**src/rtl/lut_access_ctrl_pkg.sv**
```systemverilog
// Shared definitions for the LUT access controller: sizes, state type and
// the power-on contents of the tap/constant table.
package lut_access_ctrl_pkg;

    localparam int unsigned LUT_DATA_W = 8;
    localparam int unsigned LUT_DEPTH  = 32;
    localparam int unsigned LUT_ADDR_W = 5;

    typedef logic [LUT_DATA_W-1:0] byte_t;

    typedef enum logic {
        SERVE = 1'b0,
        FETCH = 1'b1
    } state_e;

    // Default table contents (tap masks and constants) held by the LUT out of reset.
    function automatic byte_t lut_default(input logic [LUT_ADDR_W-1:0] a);
        byte_t v;
        case (a)
            5'd0:  v = 8'h60;
            5'd1:  v = 8'h48;
            5'd2:  v = 8'hB8;
            5'd3:  v = 8'h72;
            5'd4:  v = 8'hE1;
            5'd5:  v = 8'h1D;
            5'd6:  v = 8'h8E;
            5'd7:  v = 8'hC3;
            5'd8:  v = 8'hB4;
            5'd9:  v = 8'h2F;
            5'd10: v = 8'h5A;
            5'd11: v = 8'h96;
            5'd12: v = 8'hD4;
            5'd13: v = 8'h0B;
            5'd14: v = 8'h63;
            5'd15: v = 8'hF5;
            5'd16: v = 8'h11;
            5'd17: v = 8'h2D;
            5'd18: v = 8'h4E;
            5'd19: v = 8'h87;
            5'd20: v = 8'h9C;
            5'd21: v = 8'hA3;
            5'd22: v = 8'hC9;
            5'd23: v = 8'hEB;
            5'd24: v = 8'h01;
            5'd25: v = 8'h3F;
            5'd26: v = 8'h55;
            5'd27: v = 8'h7E;
            5'd28: v = 8'h8A;
            5'd29: v = 8'hB1;
            5'd30: v = 8'hCC;
            5'd31: v = 8'hFF;
            default: v = 8'h00;
        endcase
        return v;
    endfunction

endpackage

```
**src/rtl/lut_access_ctrl_arb.sv**
```systemverilog
// Two-input round-robin arbiter: one-hot grant, pointer favours the
// requester that was not granted last.
module lut_rr_arb2 (
    input  logic       clk,
    input  logic       init,
    input  logic [1:0] req,
    output logic [1:0] gnt
);

    logic ptr_q;   // 0: favour req[0], 1: favour req[1]
    logic ptr_d;

    // Grant selection: a lone requester wins, a tie goes to the pointer.
    always_comb begin
        gnt = 2'b00;
        case (req)
            2'b01:   gnt = 2'b01;
            2'b10:   gnt = 2'b10;
            2'b11:   gnt = ptr_q ? 2'b10 : 2'b01;
            default: gnt = 2'b00;
        endcase
    end

    // Pointer moves to the requester that did not win; holds with no grant.
    always_comb begin
        ptr_d = ptr_q;
        if (gnt[0]) begin
            ptr_d = 1'b1;
        end else if (gnt[1]) begin
            ptr_d = 1'b0;
        end
    end

    // Pointer register.
    always_ff @(posedge clk) begin
        if (init) begin
            ptr_q <= 1'b0;
        end else begin
            ptr_q <= ptr_d;
        end
    end

endmodule

```
**src/rtl/lut_access_ctrl.sv**
```systemverilog
// Shares the 32-entry byte LUT between the execute stage (req0) and the
// LFSR/tap sequencer (req1), and owns the LUT write port for reloads.
module lut_access_ctrl
    import lut_access_ctrl_pkg::*;
#(
    parameter int unsigned DATA_W = LUT_DATA_W,
    parameter int unsigned DEPTH  = LUT_DEPTH,
    parameter int unsigned ADDR_W = LUT_ADDR_W
) (
    input  logic              clk,
    input  logic              init,
    input  logic              load_start,
    output logic              cfg_rd,
    output logic [ADDR_W-1:0] cfg_addr,
    input  logic              cfg_valid,
    input  logic [DATA_W-1:0] cfg_data,
    output logic              lut_we,
    output logic [ADDR_W-1:0] lut_waddr,
    output logic [DATA_W-1:0] lut_wdata,
    output logic [ADDR_W-1:0] lut_raddr,
    input  logic [DATA_W-1:0] lut_rdata,
    input  logic              req0_valid,
    input  logic [DATA_W-1:0] req0_idx,
    output logic              req0_ready,
    input  logic              req1_valid,
    input  logic [DATA_W-1:0] req1_idx,
    output logic              req1_ready,
    output logic              rsp0_valid,
    output logic [DATA_W-1:0] rsp0_data,
    output logic              rsp1_valid,
    output logic [DATA_W-1:0] rsp1_data,
    output logic              busy,
    output logic              oor_err
);

    state_e              state_q, state_d;
    logic [ADDR_W-1:0]   cfg_addr_q, cfg_addr_d;
    logic                cfg_rd_q, cfg_rd_d;
    logic                busy_q, busy_d;
    logic                rsp0_valid_q, rsp0_valid_d;
    logic                rsp1_valid_q, rsp1_valid_d;
    logic [DATA_W-1:0]   rsp0_data_q, rsp0_data_d;
    logic [DATA_W-1:0]   rsp1_data_q, rsp1_data_d;
    logic                oor_err_q, oor_err_d;

    logic [1:0]          arb_req;
    logic [1:0]          arb_gnt;
    logic [DATA_W-1:0]   sel_idx;
    logic                sel_oor;
    logic [DATA_W-1:0]   rd_byte;

    // Requests reach the arbiter only when a grant is allowed this cycle.
    always_comb begin
        arb_req = 2'b00;
        if (state_q == SERVE && !load_start && !init) begin
            arb_req = {req1_valid, req0_valid};
        end
    end

    lut_rr_arb2 u_arb (
        .clk  (clk),
        .init (init),
        .req  (arb_req),
        .gnt  (arb_gnt)
    );

    assign req0_ready = arb_gnt[0];
    assign req1_ready = arb_gnt[1];

    // Read path: range check on the full index, then truncate for the LUT address.
    always_comb begin
        sel_idx      = arb_gnt[1] ? req1_idx : req0_idx;
        sel_oor      = (sel_idx >= DATA_W'(DEPTH));
        lut_raddr    = (|arb_gnt) ? sel_idx[ADDR_W-1:0] : '0;
        rd_byte      = sel_oor ? '0 : lut_rdata;
        rsp0_valid_d = arb_gnt[0];
        rsp1_valid_d = arb_gnt[1];
        rsp0_data_d  = arb_gnt[0] ? rd_byte : rsp0_data_q;
        rsp1_data_d  = arb_gnt[1] ? rd_byte : rsp1_data_q;
        oor_err_d    = (|arb_gnt) && sel_oor;
    end

    // Reload sequencing: next state, fetch address and the LUT write strobe.
    always_comb begin
        state_d    = state_q;
        cfg_addr_d = cfg_addr_q;
        lut_we     = 1'b0;
        lut_waddr  = cfg_addr_q;
        lut_wdata  = cfg_data;
        case (state_q)
            SERVE: begin
                if (load_start) begin
                    state_d    = FETCH;
                    cfg_addr_d = '0;
                end
            end
            FETCH: begin
                if (cfg_valid) begin
                    // init must block the write so an abandoned reload stops cleanly
                    lut_we = !init;
                    if (cfg_addr_q == ADDR_W'(DEPTH - 1)) begin
                        state_d    = SERVE;
                        cfg_addr_d = '0;
                    end else begin
                        cfg_addr_d = cfg_addr_q + 1'b1;
                    end
                end
            end
            default: state_d = SERVE;
        endcase
        busy_d   = (state_d == FETCH);
        cfg_rd_d = (state_d == FETCH);
    end

    // State and registered outputs; init overrides everything.
    always_ff @(posedge clk) begin
        if (init) begin
            state_q      <= SERVE;
            cfg_addr_q   <= '0;
            cfg_rd_q     <= 1'b0;
            busy_q       <= 1'b0;
            rsp0_valid_q <= 1'b0;
            rsp1_valid_q <= 1'b0;
            rsp0_data_q  <= '0;
            rsp1_data_q  <= '0;
            oor_err_q    <= 1'b0;
        end else begin
            state_q      <= state_d;
            cfg_addr_q   <= cfg_addr_d;
            cfg_rd_q     <= cfg_rd_d;
            busy_q       <= busy_d;
            rsp0_valid_q <= rsp0_valid_d;
            rsp1_valid_q <= rsp1_valid_d;
            rsp0_data_q  <= rsp0_data_d;
            rsp1_data_q  <= rsp1_data_d;
            oor_err_q    <= oor_err_d;
        end
    end

    assign cfg_addr   = cfg_addr_q;
    assign cfg_rd     = cfg_rd_q;
    assign busy       = busy_q;
    assign rsp0_valid = rsp0_valid_q;
    assign rsp1_valid = rsp1_valid_q;
    assign rsp0_data  = rsp0_data_q;
    assign rsp1_data  = rsp1_data_q;
    assign oor_err    = oor_err_q;

endmodule

```
**config.mk**
```make
export PLATFORM = sky130hd
export DESIGN_NAME = lut_access_ctrl
export DESIGN_NICKNAME = d
export VERILOG_FILES = /design/src/rtl/lut_access_ctrl_pkg.sv /design/src/rtl/lut_access_ctrl_arb.sv /design/src/rtl/lut_access_ctrl.sv
export SDC_FILE = /design/constraint.sdc
export NUM_CORES = 1
export LEC_CHECK = 0
export BUFFER_PORTS_ARGS = -buffer_cell sky130_fd_sc_hd__buf_2
export CAP_MARGIN = 20
export CORE_ASPECT_RATIO = 1.2
export CORE_MARGIN = 2
export CORE_UTILIZATION = 42
export CTS_BUF_LIST = sky130_fd_sc_hd__clkbuf_2
export CTS_CLUSTER_SIZE = 20
export DETAILED_ROUTE_END_ITERATION = 6
export GPL_TIMING_DRIVEN = 1
export HOLD_SLACK_MARGIN = 0.05
export PLACE_DENSITY = 0.82
export SYNTH_ARGS = -nofsm -noshare
export SYNTH_HDL_FRONTEND = slang
export SYNTH_SLANG_ARGS = --single-unit
```
**constraint.sdc**
```tcl
create_clock -name clk -period 2.3 [get_ports clk]
set_clock_uncertainty 0.15 [all_clocks]
set_input_delay 0.575 -clock clk [delete_from_list [all_inputs] [get_ports clk]]
set_output_delay 0.575 -clock clk [all_outputs]
set_load 0.005 [all_outputs]
```
==> results_dict.tcl, run 1 <==
set metrics [dict create \
    multi_input_area_um2 559 \
    cts_root_buf "clkbuf_2" \
    worstMarginPinSlew_ns 0.515 \
    p_per_area_nw_per_um2 549 \
    firstDrtPassIters 4 \
    start_util_pct 43.7 \
    drt_iter0_markers 10 \
    syn_to_final_growth_pct 28.9 \
    core_um2 2790 \
    regToRegEndpoint "cfg_addr[3]" \
    hpwl_um 2210 \
    cts_buffer_depth 2 \
    max-cap-violations 0 \
    crit_type "reg2out" \
    htree_levels 1 \
    crit_arrival_ns 1.43 \
    viasPerCell 5.05 \
    cts_buffers 3 \
    synth_cell_types 32 \
    routed-via-count 1120 \
    ir_drop_v 0.000388 \
    ant_nets 0 \
    maxSlewViolCount 0 \
    hold_start "lut_rdata[7]" \
    power_uw 861 \
    place_congestion 0.698 \
    seq_area_um2 520 \
    combPwrFrac_pct 12.9 \
    rows 21 \
    first_global_vias 1017 \
    pwr-share-seq_pct 54.0 \
    finalSetupViolations 0 \
    port-buffer-count 68 \
    antenna_found_initial 0 \
    p_sw_share_pct 23.2 \
    grtUsageTotal_pct 16.8 \
    ys_warn_count 0 \
    p_leak_nw 0.798 \
    cts_hold_buf 0 \
    grt_max_degree 18 \
    syn_area_um2 1220 \
    path_max_fanout 7 \
    hold_viol_final 0 \
    reg2reg_slack_ns 0.35 \
    max_freq_mhz 465 \
    drt-total-wl_um 2740 \
    clock_latency_ns 0.35 \
    cp-end-kind "output port" \
    die_y_um 63.0 \
    p_int_uw 662 \
    die_w_um 53.1 \
    rr_worst_depth 6 \
    p_switching_uw 199 \
    num_io_pins 85 \
    syn_area_per_cell_um2 9.51 \
    gr-total-overflow 0 \
    nets 229 \
    dieArea_um2 3350 \
    fin_crit_sh_pct 93.5 \
    synth_nets 168 \
    worstPathRequired_ns 1.57 \
    path_clk_slew_ns 0.25 \
    cts_setup_buffers 0 \
    cts_resized 0 \
    r2r_start "cfg_addr[0]" \
    start_kind "flop" \
    drive_above_1_share_pct 46.8 \
    netlist_instances 128 \
    cts_tree "done" \
    min_path_cells 3 \
    power.share.clock_pct 33.1 \
    drc_errors 0 \
    fillCellCount 280 \
    cts.sink_count 26 \
    drt-wirelength-per-cell_um 12.4 \
    ys_ff_latch 26 \
    postLayoutSetupSlackWorst_ns 0.149 \
    min_period_ns 2.15 \
    ys_seq_area_share_pct 42.8 \
    pre_cts_slack_ns 0.0800 \
    n_antenna_cell 0 \
    grt_first_pass_wirelength_um 4310 \
    status "finished, final reports clean" \
    relSlewSlack_pct 65.6 \
    hp-class "in2reg" \
    holdPathEnd "rsp1_data[7]" \
]
## cells in the mapped netlist, drive strengths merged
master / instances / area (µm²)
a32oi: 1 / 8.76
a32o: 8 / 80.1
nor2: 15 / 56.3
and3: 1 / 6.26
nand2: 9 / 33.8
mux2i: 6 / 60.1
nand2b: 1 / 6.26
ha: 2 / 25.0
nand3: 10 / 62.6
o41ai: 1 / 27.5
dfxtp: 26 / 521
o21ai: 3 / 15.0
a311oi: 1 / 8.76
nand3b: 2 / 15.0
nor3: 2 / 26.3
and2: 2 / 15.0
inv: 3 / 16.3
nor2b: 1 / 6.26
clkbuf: 1 / 3.75
or3: 1 / 6.26
a31o: 1 / 8.76
a22oi: 1 / 7.51
a21oi: 11 / 55.1
nand4: 1 / 6.26
buf: 17 / 129
a21boi: 1 / 11.3
## flip-flops by register name (all words and copies together), names as in the netlist
register	count
busy	1
oor_err	1
cfg_addr	5
rsp0_data	8
rsp0_valid	1
u_arb.ptr_q	1
rsp1_data	8
rsp1_valid	1
## power groups by stage
stage               clock network (mW)  registers (mW)  logic, mW
floorplan                            0           0.473     0.0677
global placement                     0           0.473      0.108
global route                     0.312           0.466      0.125
finish                           0.285           0.465      0.111
CTS                              0.292           0.464      0.110
detailed placement                   0           0.473      0.110
## metal layers
layer / global-route usage (%) / part of all wire (%)
met1: 18.1 / 41
met2: 30.3 / 51
met3: 4.07 / 6.3
met4: 6.09 / 1.5
met5: 0 / 0
## worst max-delay path by stage
stage	start	to	slack [ns]	cells after the start
floorplan	init	req0_ready	0.31	4
global placement	req1_valid	lut_raddr[3]	0.1	5
detailed placement	req1_valid	lut_raddr[4]	0.08	5
CTS	u_arb.ptr_q	lut_raddr[4]	0.04	4
global route	u_arb.ptr_q	lut_raddr[2]	-0.004	4
finish	u_arb.ptr_q	lut_raddr[4]	0.15	4
## cells by family (layout without fill, tap and decap cells)
family                     after synthesis  in the layout  share of synthesized area (%)
AOI/OAI and AO/OA                       28             28                           18.3
and+or+nand+nor                         45             45                           19.7
DFF                                     26             26                           42.8
adders and majority gates                2              2                           2.06
muxes                                    6              6                           4.93
buffers and inverters                   21             81                           12.2
## final cells by class
cell class                 count  share of cell area [%]
multi-input combinational     81                    35.6
sequential                    26                    33.2
timing repair buffer          74                    24.6
tap                           34                    2.71
clock inverter                 1                    1.91
inverter                       3                    1.04
clock buffer                   3                   0.957
## critical path, cell delays in order, from the launching register on
cell,delay [ns]
dfxtp_1,0.40
a21boi_4,0.28
mux2i_1,0.23
nor2_1,0.05
buf_2,0.13
## stage by stage
step                      setup TNS [ns]  area [µm²]  util, %  hold WS (ns)  instances
final                                  0        1570     56.3         0.302        222
after detailed placement               0        1510     54.3         0.291        218
after floorplan                        0        1220        -         0.298        128
after global routing            -0.00417        1570     56.3         0.263        222
after CTS                              0        1560     55.9         0.286        222
after global placement                 0        1510     54.3         0.289        218
## layout by cell type, fill, tap and decap left out, drive strengths merged
| cell type | count |
|---|---|
| o41ai | 1 |
| nand2b | 1 |
| clkbuf | 3 |
| ha | 2 |
| buf | 74 |
| o21ai | 3 |
| bufinv | 1 |
| a21boi | 1 |
| and2 | 2 |
| mux2i | 6 |
| nand3 | 10 |
| nor3 | 2 |
| nand3b | 2 |
| or3 | 1 |
| a311oi | 1 |
| a31o | 1 |
| nand4 | 1 |
| a22oi | 1 |
| a32o | 8 |
| inv | 3 |
| a32oi | 1 |
| nand2 | 9 |
| nor2b | 1 |
| and3 | 1 |
| nor2 | 15 |
| a21oi | 11 |
| dfxtp | 26 |
Power figures use the tool's default switching activity.
==> run 2, diff against run 1 <==
--- a/config.mk
+++ b/config.mk
@@ -5,17 +5,16 @@
 export SDC_FILE = /design/constraint.sdc
 export NUM_CORES = 1
 export LEC_CHECK = 0
-export BUFFER_PORTS_ARGS = -buffer_cell sky130_fd_sc_hd__buf_2
 export CAP_MARGIN = 20
 export CORE_ASPECT_RATIO = 1.2
 export CORE_MARGIN = 2
-export CORE_UTILIZATION = 42
+export CORE_UTILIZATION = 45
 export CTS_BUF_LIST = sky130_fd_sc_hd__clkbuf_2
 export CTS_CLUSTER_SIZE = 20
 export DETAILED_ROUTE_END_ITERATION = 6
+export DONT_BUFFER_PORTS = 1
 export GPL_TIMING_DRIVEN = 1
 export HOLD_SLACK_MARGIN = 0.05
-export PLACE_DENSITY = 0.82
 export SYNTH_ARGS = -nofsm -noshare
 export SYNTH_HDL_FRONTEND = slang
 export SYNTH_SLANG_ARGS = --single-unit
==> results_dict.tcl, run 2 (synthesis gave the netlist of run 1 again) <==
set metrics [dict create \
    postLayoutSetupSlackWorst_ns 0.192 \
    final.setup.tns_ns 0 \
    core_um2 2550 \
    final_cell_mix "25 x dfxtp_1, 15 x nor2_1, 11 x a21oi_1" \
    pre_cts_slack_ns 0.302 \
    drive_above_1_share_pct 14.5 \
    die_w_um 51.5 \
    rr_worst_depth 6 \
    drc_errors 0 \
    path_clk_slew_ns 0.23 \
    path_max_fanout 10 \
    grt_max_degree 19 \
    worstMarginPinSlew_ns 0.603 \
    htree_levels 1 \
    hp-class "in2reg" \
    fin_crit_sh_pct 91.6 \
    cts_buffers 3 \
    reg2reg_slack_ns 0.37 \
    min_period_ns 2.11 \
    grt_first_pass_wirelength_um 3810 \
    num_io_pins 85 \
    hold_start "init" \
    n_antenna_cell 0 \
    worstPathRequired_ns 1.57 \
    cts_setup_buffers 0 \
    regToRegEndpoint "cfg_addr[3]" \
    drt-total-wl_um 2530 \
    clock_latency_ns 0.33 \
    hold_viol_final 0 \
    crit_type "reg2out" \
    firstDrtPassIters 4 \
    r2r_start "cfg_addr[0]" \
    min_path_cells 1 \
    status "finished, final reports clean" \
    finalSetupViolations 0 \
    gr-total-overflow 0 \
    holdPathEnd "rsp1_data[2]" \
    maxSlewViolCount 0 \
    drt-wirelength-per-cell_um 16.9 \
    antenna_found_initial 0 \
    start_kind "flop" \
    port-buffer-count 0 \
    p_leak_nw 0.439 \
    max-cap-violations 0 \
    multi_input_area_um2 552 \
    crit_arrival_ns 1.38 \
    syn_to_final_growth_pct -3.70 \
    fillCellCount 274 \
    seq_area_um2 522 \
    cts_root_buf "clkbuf_2" \
    routed-via-count 882 \
    hpwl_um 2000 \
    grtUsageTotal_pct 15.9 \
    drt_iter0_markers 12 \
    dieArea_um2 3140 \
    viasPerCell 5.88 \
    cts_hold_buf 0 \
    rsz0062_at_grt "no" \
    max_freq_mhz 474 \
    final_common_cell "dfxtp_1" \
    ir_drop_v 0.000263 \
    place_congestion 0.650 \
    ant_nets 0 \
    whs_ns 0.121 \
    first_global_vias 862 \
    cp-end-kind "output port" \
    nets 158 \
    cts_tree "done" \
    p_per_area_nw_per_um2 584 \
    relSlewSlack_pct 59.7 \
    fin_util_pct 45.9 \
    cts.sink_count 26 \
    start_util_pct 47.7 \
    rows 20 \
    die_y_um 61.0 \
    cts_buffer_depth 2 \
]
[run 2: changes by cell type in the layout (fill, tap and decap cells not counted), sizes merged]
cell    before  now
clkinv       0    1
bufinv       1    0
buf         74    3
[run 2: layer usage]
metal | share of wire (%) | global-route usage, %
met3 | 12 | 6.40
met1 | 37 | 16.8
met2 | 51 | 29.1
met5 | 0 | 0
met4 | 0.55 | 4.51
[run 2: per-stage QoR]
step                      instance area [µm²]  cells  total power, mW
after CTS                                1170    150            0.695
final                                    1170    150            0.685
after global placement                   1150    146            0.531
after global routing                     1170    150            0.728
after floorplan                          1220    128            0.541
after detailed placement                 1150    146            0.533
[run 2: power breakdown]
part | leakage, nW | switching [mW] | internal (mW) | total [mW]
Sequential | 0.211 | 0.00939 | 0.459 | 0.469
Combinational | 0.215 | 0.0319 | 0.0235 | 0.0554
Clock | 0.0140 | 0.123 | 0.0378 | 0.161
[run 2: worst max path at each step]
stage                      startpoint           end  depth (start not counted)
after floorplan                  init    req0_ready                          4
after global placement     load_start  lut_raddr[2]                          3
after detailed placement   load_start  lut_raddr[2]                          3
after CTS                        busy  lut_raddr[2]                          3
after global routing      u_arb.ptr_q  lut_raddr[4]                          3
final                            busy    req1_ready                          3
[run 2: critical path, cell delays in order (launching register included)]
cell	delay (ns)
dfxtp_2	0.44
nor3_4	0.25
nand3_4	0.21
inv_6	0.15
[run 2: area by class of cell]
class                   count  area share [%]
clock buffers               3            1.28
clock inverters             1           0.320
inverters                   3            1.39
multi-input cells          81            47.1
flip-flops and latches     26            44.5
well taps                  33            3.52
repair buffers              3            1.92
[run 2: repair_timing]
action                                  CTS  global route
pin swaps                                 0             1
endpoints found under the setup margin    5             5
resized for setup                         1             1
